<file path="src/rtl/ce_halt_arbiter_if.sv">
// ce_halt_arbiter_if: halt request/grant and clock-enable gate handshake bundle.
interface ce_halt_arbiter_if #(parameter int NUM_REQ = 4);
    logic [NUM_REQ-1:0] req_i;
    logic               clock_enable_i;
    logic               trigger_o;
    logic               release_o;
    logic [NUM_REQ-1:0] gnt_o;
    logic               halted_o;
    logic               busy_o;
    logic               timeout_o;
    modport master (
        output req_i, clock_enable_i,
        input  trigger_o, release_o, gnt_o, halted_o, busy_o, timeout_o
    );
    modport slave (
        input  req_i, clock_enable_i,
        output trigger_o, release_o, gnt_o, halted_o, busy_o, timeout_o
    );
endinterface

</file>
<file path="src/rtl/ce_halt_arbiter.sv">
// ce_halt_arbiter: round-robin sharing of the core clock-enable gate among halt requesters.
// CE_ARB_TIMEOUT_EN adds the MAX_HOLD forced release and the timeout_o pulse.
module ce_halt_arbiter #(
    parameter int NUM_REQ  = 4,
    parameter int MAX_HOLD = 1024
) (
    input logic             clk,
    input logic             rst_n,
    ce_halt_arbiter_if.slave bus
);
    localparam int IW = $clog2(NUM_REQ);
    typedef enum logic [2:0] {IDLE, TRIGGER, WAIT_HALT, HELD, RELEASE, WAIT_RUN} state_t;
    state_t             state_q, state_d;
    logic [IW-1:0]      last_q, last_d, own_q, own_d, win;
    logic [NUM_REQ-1:0] gnt_q, gnt_d;
    logic               trig_q, trig_d, rel_q, rel_d, halt_q, halt_d, busy_q;
    logic               force_rel;
    int                 j;
    // Smallest offset from last_q+1 is assigned last, so it wins
    always_comb begin
        win = '0;
        j = 0;
        for (int i = NUM_REQ; i >= 1; i--) begin
            j = int'(last_q) + i;
            if (j >= NUM_REQ) j = j - NUM_REQ;
            if (bus.req_i[IW'(j)]) win = IW'(j);
        end
    end
`ifdef CE_ARB_TIMEOUT_EN
    localparam int CW = $clog2(MAX_HOLD + 1);
    logic [CW-1:0] cnt_q, cnt_d;
    logic          to_q, to_d;
    assign force_rel = cnt_q == CW'(MAX_HOLD - 1);
    always_comb begin
        cnt_d = state_q == WAIT_HALT ? '0 : (state_q == HELD && !(&cnt_q)) ? cnt_q + 1'b1 : cnt_q;
        to_d  = state_q == HELD && force_rel && bus.req_i[own_q];
    end
    always_ff @(posedge clk) begin
        if (!rst_n) begin
            cnt_q <= '0;
            to_q  <= 1'b0;
        end else begin
            cnt_q <= cnt_d;
            to_q  <= to_d;
        end
    end
    assign bus.timeout_o = to_q;
`else
    assign force_rel     = 1'b0;
    assign bus.timeout_o = 1'b0;
`endif
    always_comb begin
        state_d = state_q;
        last_d  = last_q;
        own_d   = own_q;
        gnt_d   = gnt_q;
        trig_d  = 1'b0;
        rel_d   = 1'b0;
        halt_d  = halt_q;
        case (state_q)
            IDLE: if (|bus.req_i) begin
                state_d = TRIGGER;
                own_d   = win;
                gnt_d   = NUM_REQ'(1) << win;
                trig_d  = 1'b1;
            end
            TRIGGER:   state_d = WAIT_HALT;
            WAIT_HALT: if (!bus.clock_enable_i) begin
                state_d = HELD;
                halt_d  = 1'b1;
            end
            HELD: if (!bus.req_i[own_q] || force_rel) begin
                state_d = RELEASE;
                rel_d   = 1'b1;
                halt_d  = 1'b0;
            end
            RELEASE:  state_d = WAIT_RUN;
            WAIT_RUN: if (bus.clock_enable_i) begin
                state_d = IDLE;
                last_d  = own_q;
                gnt_d   = '0;
            end
            default:  state_d = IDLE;
        endcase
    end
    always_ff @(posedge clk) begin
        if (!rst_n) begin
            state_q <= IDLE;
            last_q  <= IW'(NUM_REQ - 1);
            own_q   <= '0;
            gnt_q   <= '0;
            trig_q  <= 1'b0;
            rel_q   <= 1'b0;
            halt_q  <= 1'b0;
            busy_q  <= 1'b0;
        end else begin
            state_q <= state_d;
            last_q  <= last_d;
            own_q   <= own_d;
            gnt_q   <= gnt_d;
            trig_q  <= trig_d;
            rel_q   <= rel_d;
            halt_q  <= halt_d;
            busy_q  <= state_d != IDLE;
        end
    end
    assign bus.trigger_o = trig_q;
    assign bus.release_o = rel_q;
    assign bus.gnt_o     = gnt_q;
    assign bus.halted_o  = halt_q;
    assign bus.busy_o    = busy_q;
endmodule

</file>
<file path="src/flat_wrapper.sv">
// flat-port wrapper written by rule: the top's interface ports become plain ports
module ce_halt_arbiter_flat 
#(
    parameter int NUM_REQ  = 4,
    parameter int MAX_HOLD = 1024
)
  (clk, rst_n, bus_req_i, bus_clock_enable_i, bus_trigger_o, bus_release_o, bus_gnt_o, bus_halted_o, bus_busy_o, bus_timeout_o);
  ce_halt_arbiter_if #(.NUM_REQ(NUM_REQ)) bus_i ();
  input logic clk;
  input logic rst_n;
  input wire logic [$bits(bus_i.req_i)-1:0] bus_req_i;
  input wire logic [$bits(bus_i.clock_enable_i)-1:0] bus_clock_enable_i;
  output wire logic [$bits(bus_i.trigger_o)-1:0] bus_trigger_o;
  output wire logic [$bits(bus_i.release_o)-1:0] bus_release_o;
  output wire logic [$bits(bus_i.gnt_o)-1:0] bus_gnt_o;
  output wire logic [$bits(bus_i.halted_o)-1:0] bus_halted_o;
  output wire logic [$bits(bus_i.busy_o)-1:0] bus_busy_o;
  output wire logic [$bits(bus_i.timeout_o)-1:0] bus_timeout_o;
  assign bus_i.req_i = bus_req_i;
  assign bus_i.clock_enable_i = bus_clock_enable_i;
  assign bus_trigger_o = bus_i.trigger_o;
  assign bus_release_o = bus_i.release_o;
  assign bus_gnt_o = bus_i.gnt_o;
  assign bus_halted_o = bus_i.halted_o;
  assign bus_busy_o = bus_i.busy_o;
  assign bus_timeout_o = bus_i.timeout_o;
  ce_halt_arbiter #(.NUM_REQ(NUM_REQ), .MAX_HOLD(MAX_HOLD)) u_core (.clk(clk), .rst_n(rst_n), .bus(bus_i));
endmodule
</file>
<file path="config.mk">
export PLATFORM = sky130hd
export DESIGN_NAME = ce_halt_arbiter_flat
export DESIGN_NICKNAME = d
export VERILOG_FILES = /design/src/rtl/ce_halt_arbiter_if.sv /design/src/rtl/ce_halt_arbiter.sv /design/src/flat_wrapper.sv
export SDC_FILE = /design/constraint.sdc
export NUM_CORES = 1
export LEC_CHECK = 0
export BUFFER_PORTS_ARGS = -buffer_cell sky130_fd_sc_hd__buf_2
export CAP_MARGIN = 40
export CORE_UTILIZATION = 40
export DETAILED_ROUTE_END_ITERATION = 6
export HOLD_SLACK_MARGIN = 0.03
export PLACE_DENSITY = 0.68
export SLEW_MARGIN = 20
export SYNTH_ARGS = -nofsm -noshare
export SYNTH_HDL_FRONTEND = slang
export SYNTH_SLANG_ARGS = --single-unit
export TNS_END_PERCENT = 100
</file>
<file path="constraint.sdc">
create_clock -name clk -period 4.5 [get_ports clk]
set_input_delay 0.45 -clock clk [delete_from_list [all_inputs] [get_ports clk]]
set_output_delay 0.45 -clock clk [all_outputs]
set_load 0.005 [all_outputs]
</file>
## Word level (Yosys, flattened, before mapping)

Index checks and enable logic that the tools add are counted.

- Bits in registers: 15
- Input bits: 7
- Output and inout bits: 9

- $lt $le $gt $ge: 9
- Shift-type cells: 1
- Add/subtract/negate cells: 8
- Muxes and demuxes: 35
- Reduce and logical (&&, ||, !) cells: 11
- Equality and inequality tests: 9

Operators with widths:

| kind | count |
|---|---|
| case mux 3 bit (6 select lines) | 1 |
| less-than comparator 2 x 4 -> 1 bit, second input constant | 4 |
| 2-to-1 mux 2 bit | 8 |
| 2-to-1 mux 1 bit | 13 |
| 2-to-1 mux 3 bit | 4 |
| binary-select mux 1 bit (select 2 bit) | 5 |
| >= comparator 3 bit, second input constant | 3 |
| 2-to-1 mux 4 bit | 2 |
| case mux 4 bit (2 select lines) | 1 |
| AND reduction 2 bit | 4 |
| subtractor 2 x 1 -> 2 bit, second input constant | 4 |
| adder 2 x 2 -> 3 bit, second input constant | 2 |
| == test 3 x 2 -> 1 bit, second input constant | 2 |
| == test 3 bit, second input constant | 2 |
| inequality test 2 bit, second input constant | 3 |
| AND reduction 3 bit | 2 |
| adder 2 x 3 -> 4 bit, second input constant | 1 |
| >= comparator 4 x 3 -> 1 bit, second input constant | 1 |
| nonzero test 2 bit | 2 |
| OR reduction 4 bit | 1 |
| << shifter 1 x 2 -> 4 bit, first input constant | 1 |
| adder 2 x 1 -> 3 bit, second input constant | 1 |
| == test 3 x 1 -> 1 bit, second input constant | 1 |
| zero test 3 bit | 1 |
| 4 further kinds | 4 |

## Longest topological paths before layout

- Depth in word-level cells: 13
- Depth in mapped cells: 5
- Gate-level depth less buffers: 4

## Worst setup path before layout

OpenSTA, ideal clock, no wires.

- Path type: in2reg
- Start point: input bus_req_i[3]
- End point: register u_core.busy_q (netlist: u_core.bus.busy_o)
- Buffers on the path: 0
- Path slack: 2941 ps
- Library setup time: 114 ps
- Required time: 4386 ps
- Arrival: 1445 ps
- Cell stages on the path: 4
- Path through: mux4_2 nor3b_1 o31a_1 a21o_1

- Word-level cells in the longest chain between the ends: 5
- Elaborated cells on any way between the ends: 7
- Those cells by class: mux: 5; reduce/logical: 2

Ends and longest elaborated chain:

| what | RTL line | text |
|---|---|---|
| start, declared | flat_wrapper.sv:11 | `input wire logic [$bits(bus_i.req_i)-1:0] bus_req_i;` |
| binary-select mux 1 bit (select 2 bit) | ce_halt_arbiter.sv:72 | `HELD: if (!bus.req_i[own_q] \|\| force_rel) begin` |
| 2-to-1 mux 1 bit (implied by the code) | ce_halt_arbiter.sv:72 |  |
| 2-to-1 mux 3 bit | ce_halt_arbiter.sv:72 |  |
| case mux 3 bit (6 select lines) * | ce_halt_arbiter.sv:60 | `case (state_q)` |
| nonzero test 3 bit * | ce_halt_arbiter.sv:104 | `busy_q <= state_d != IDLE;` |
| end signal, assigned | ce_halt_arbiter.sv:95 | `busy_q <= 1'b0;` |
| end signal, assigned | ce_halt_arbiter.sv:104 |  |
| end, declared | ce_halt_arbiter.sv:16 | `logic trig_q, trig_d, rel_q, rel_d, halt_q, halt_d, busy_q;` |

Mark *: on every way between the ends. The rest lies on a longest branch, timed or not. The select of a mux whose other input is x is not followed.
A chain may end at the register's enable or synchronous reset.

## Final worst setup path

- Start point: register u_core.own_q[0]
- End point: register u_core.busy_q (netlist: u_core.bus.busy_o)

- Word-level cells in the longest chain between the ends: 5

Ends and longest elaborated chain:

| what | RTL line | text |
|---|---|---|
| start, declared | ce_halt_arbiter.sv:14 | `logic [IW-1:0] last_q, last_d, own_q, own_d, win;` |
| start signal, assigned | ce_halt_arbiter.sv:99 | `own_q <= own_d;` |
| binary-select mux 1 bit (select 2 bit) | ce_halt_arbiter.sv:72 |  |
| 2-to-1 mux 1 bit (implied by the code) | ce_halt_arbiter.sv:72 |  |
| 2-to-1 mux 3 bit | ce_halt_arbiter.sv:72 |  |
| case mux 3 bit (6 select lines) | ce_halt_arbiter.sv:60 |  |
| nonzero test 3 bit | ce_halt_arbiter.sv:104 |  |

No other way between the ends. The select of a mux whose other input is x is not followed.

==> flow_summary.yaml <==
run_status:
  status: "finished, violations left"
  violations: "design-rule violations"
synthesis:
  seq_area_frac_synth_pct: 43.8
  ys_ff_latch: 15
  synth_area_leader_cell: "dfxtp_1"
  synth_edf_count: 0
  synth_top_family_by_area: "simple AND/OR/NAND/NOR gates"
  syn_avg_cell_area_um2: 9.39
  syn_nets: 80
  async_flop_share_pct: 0
  synthesis.area_um2: 686
  yosys.area_share.xor_xnor_pct: 0
  synth_top_area_share_pct: 43.8
  synth_warnings: 0
  synth_ff_type: "dfxtp_1"
  yosys.area_share.adder_pct: 0
  muxShareOfSynthArea_pct: 9.12
  synth_compound_area_share_pct: 21.0
  syn_inst: 73
  synth_area_leaders: "dfxtp_1 44%, mux2i_1 5.8%, nand3_1 4.4%"
  synth-simple-area-share_pct: 23.2
  synth_cell_type_count: 29
cells_and_area:
  layout-drive-gt1-share_pct: 22.5
  fin_cells: 105
  nets: 97
  area_growth_pct: 15.3
  fillCellCount: 153
  layout_common_cells: "15 x buf_2, 15 x dfxtp_1, 6 x nand3_1"
  diodes: 0
clock_network:
  post_cts_buffers: 0
  clk_path_buf_depth: 2
  clkLatencyLatePin_ns: 0.28
  htree_num_levels: 1
  cts_root_buf: "clkbuf_4"
  clock-sinks: 15
  cts_hold_buf: 0
  cts_resized: 0
  cts.clk_slew.worst_paths_ns: 0.09
  cts_tree: "done"
  numCtsBuffers: 3
sta:
  fin_worst_skew_ns: 0.00973
  post-route-period-util_pct: 36.0
  slew_violations: 0
  period_minus_slack_ns: 1.62
  rsz0062_at_grt: "false"
  setup_viol: 0
  fmax_ghz: 0.617
  hold_viol_final: 0
  fin_setup_tns_ns: 0
global_route:
  antenna_found_initial: 0
  grt_pass1_wl_mm: 1.95
  grt_pass1_vias: 487
  grt_usage_pct: 14.5
  overflow: 0
  grt_max_degree: 18
place:
  post-dp-hpwl_um: 903
  place_congestion: 0.838
  dp.cells: 100
  io_buffers: 14
routing:
  vias_per_cell: 5.45
  first_pass_iters: 6
  via_count: 572
  drc: 4
  routed_wl_mm: 1.20
  drtAntennaViolNets: 0
  routedWlPerCell_um: 11.4
  first_iter_violations: 18
floorplanning:
  die_width_um: 43.4
  core_region_area_um2: 1560
  die_area_um2: 1880
  fp.dieH_um: 43.4
  pin_count: 16
  row_count: 14
  start_util_pct: 44.0
run:
  max-cap-violations: 0
critical_path:
  cp_max_fo: 3
  critPathLaunchType: "flip-flop"
  worstSetupPathType: "flip-flop to flip-flop"
  critical_path_required_ns: 4.67
  cp.arrival_ns: 1.79
  end_kind: "flip-flop"
power_and_ir_drop:
  power.leakage_uw: 0.000349
  peakVddDrop_mv: 0.223
  power.density_nw_per_um2: 384
worst_hold_path:
  hold_path_class: "primary input to flip-flop"
critical path, stage by stage, from the launching register on:
cell	delay (ns)
dfxtp_1	0.39
mux4_2	0.54
nor3b_1	0.16
o31a_1	0.26
a21o_1	0.16
path summary, 6_finish.rpt:
path,endpoint,depth (start not counted),slack (ns),startpoint
max,u_core.bus.busy_o,4,2.88,u_core.own_q[0]
min,u_core.last_q[0],2,0.47,rst_n
max reg2reg,u_core.bus.busy_o,4,2.88,u_core.own_q[0]
min reg2reg,u_core.bus.gnt_o[2],2,0.48,u_core.bus.gnt_o[2]
power by group:
group | switching, µW | internal [µW] | total [µW]
registers | 12.9 | 149 | 162
clock network | 39.5 | 34.4 | 73.9
logic | 33.1 | 34.1 | 67.2
total | 85.6 | 218 | 303
cells by family after synthesis:
logic type,after synthesis
simple gates,29
compound gates,20
flops,15
mux,5
buf+inv,3
other cells,1
final cells by class:
cell class	count	area [µm²]	area share, %
sequential	15	300	38.0
multi-input combinational	55	369	46.7
timing repair buffer	15	75.1	9.49
tap	16	20.0	2.53
clock buffer	4	26.3	3.32
cell usage after synthesis (2+ instances only):
cell type and instances:
o21ai_0 2, mux2i_1 4, and2_1 3, nand2_1 4
a21boi_0 2, nand2b_1 3, nor4b_1 2, o21a_1 2
nand3b_1 2, dfxtp_1 15, nand3_1 6, nor2_1 5
nor2b_1 2, a21o_1 3, o22ai_1 4
per-layer routing:
layer,part of all wire (%),track usage (%),routed length [µm],vias to the layer above
li1,-,-,-,298
met1,49,16.8,589,252
met3,6.7,7.50,80,2
met5,0,0,0,-
met4,0.84,5.63,10,0
met2,43,22.7,514,20
flip-flops by register name, summed over array words and instances, names as in the netlist:
| name | cells |
|---|---|
| u_core.bus.gnt_o | 4 |
| u_core.state_q | 3 |
| u_core.last_q | 2 |
| u_core.own_q | 2 |
| u_core.bus.busy_o | 1 |
| u_core.bus.halted_o | 1 |
| u_core.bus.release_o | 1 |
| u_core.bus.trigger_o | 1 |
stage by stage:
stage	setup slack [ns]	utilization, %	cell area, µm²	hold WS (ns)	total power (µW)
floorplan	2.94	-	686	0.472	211
global placement	2.53	48.7	759	0.475	230
detailed placement	2.48	48.7	759	0.471	230
CTS	2.74	50.4	786	0.465	304
global route	2.82	50.7	791	0.479	321
finish	2.88	50.7	791	0.472	303
Note: power is estimated with default switching activity, not from simulation.
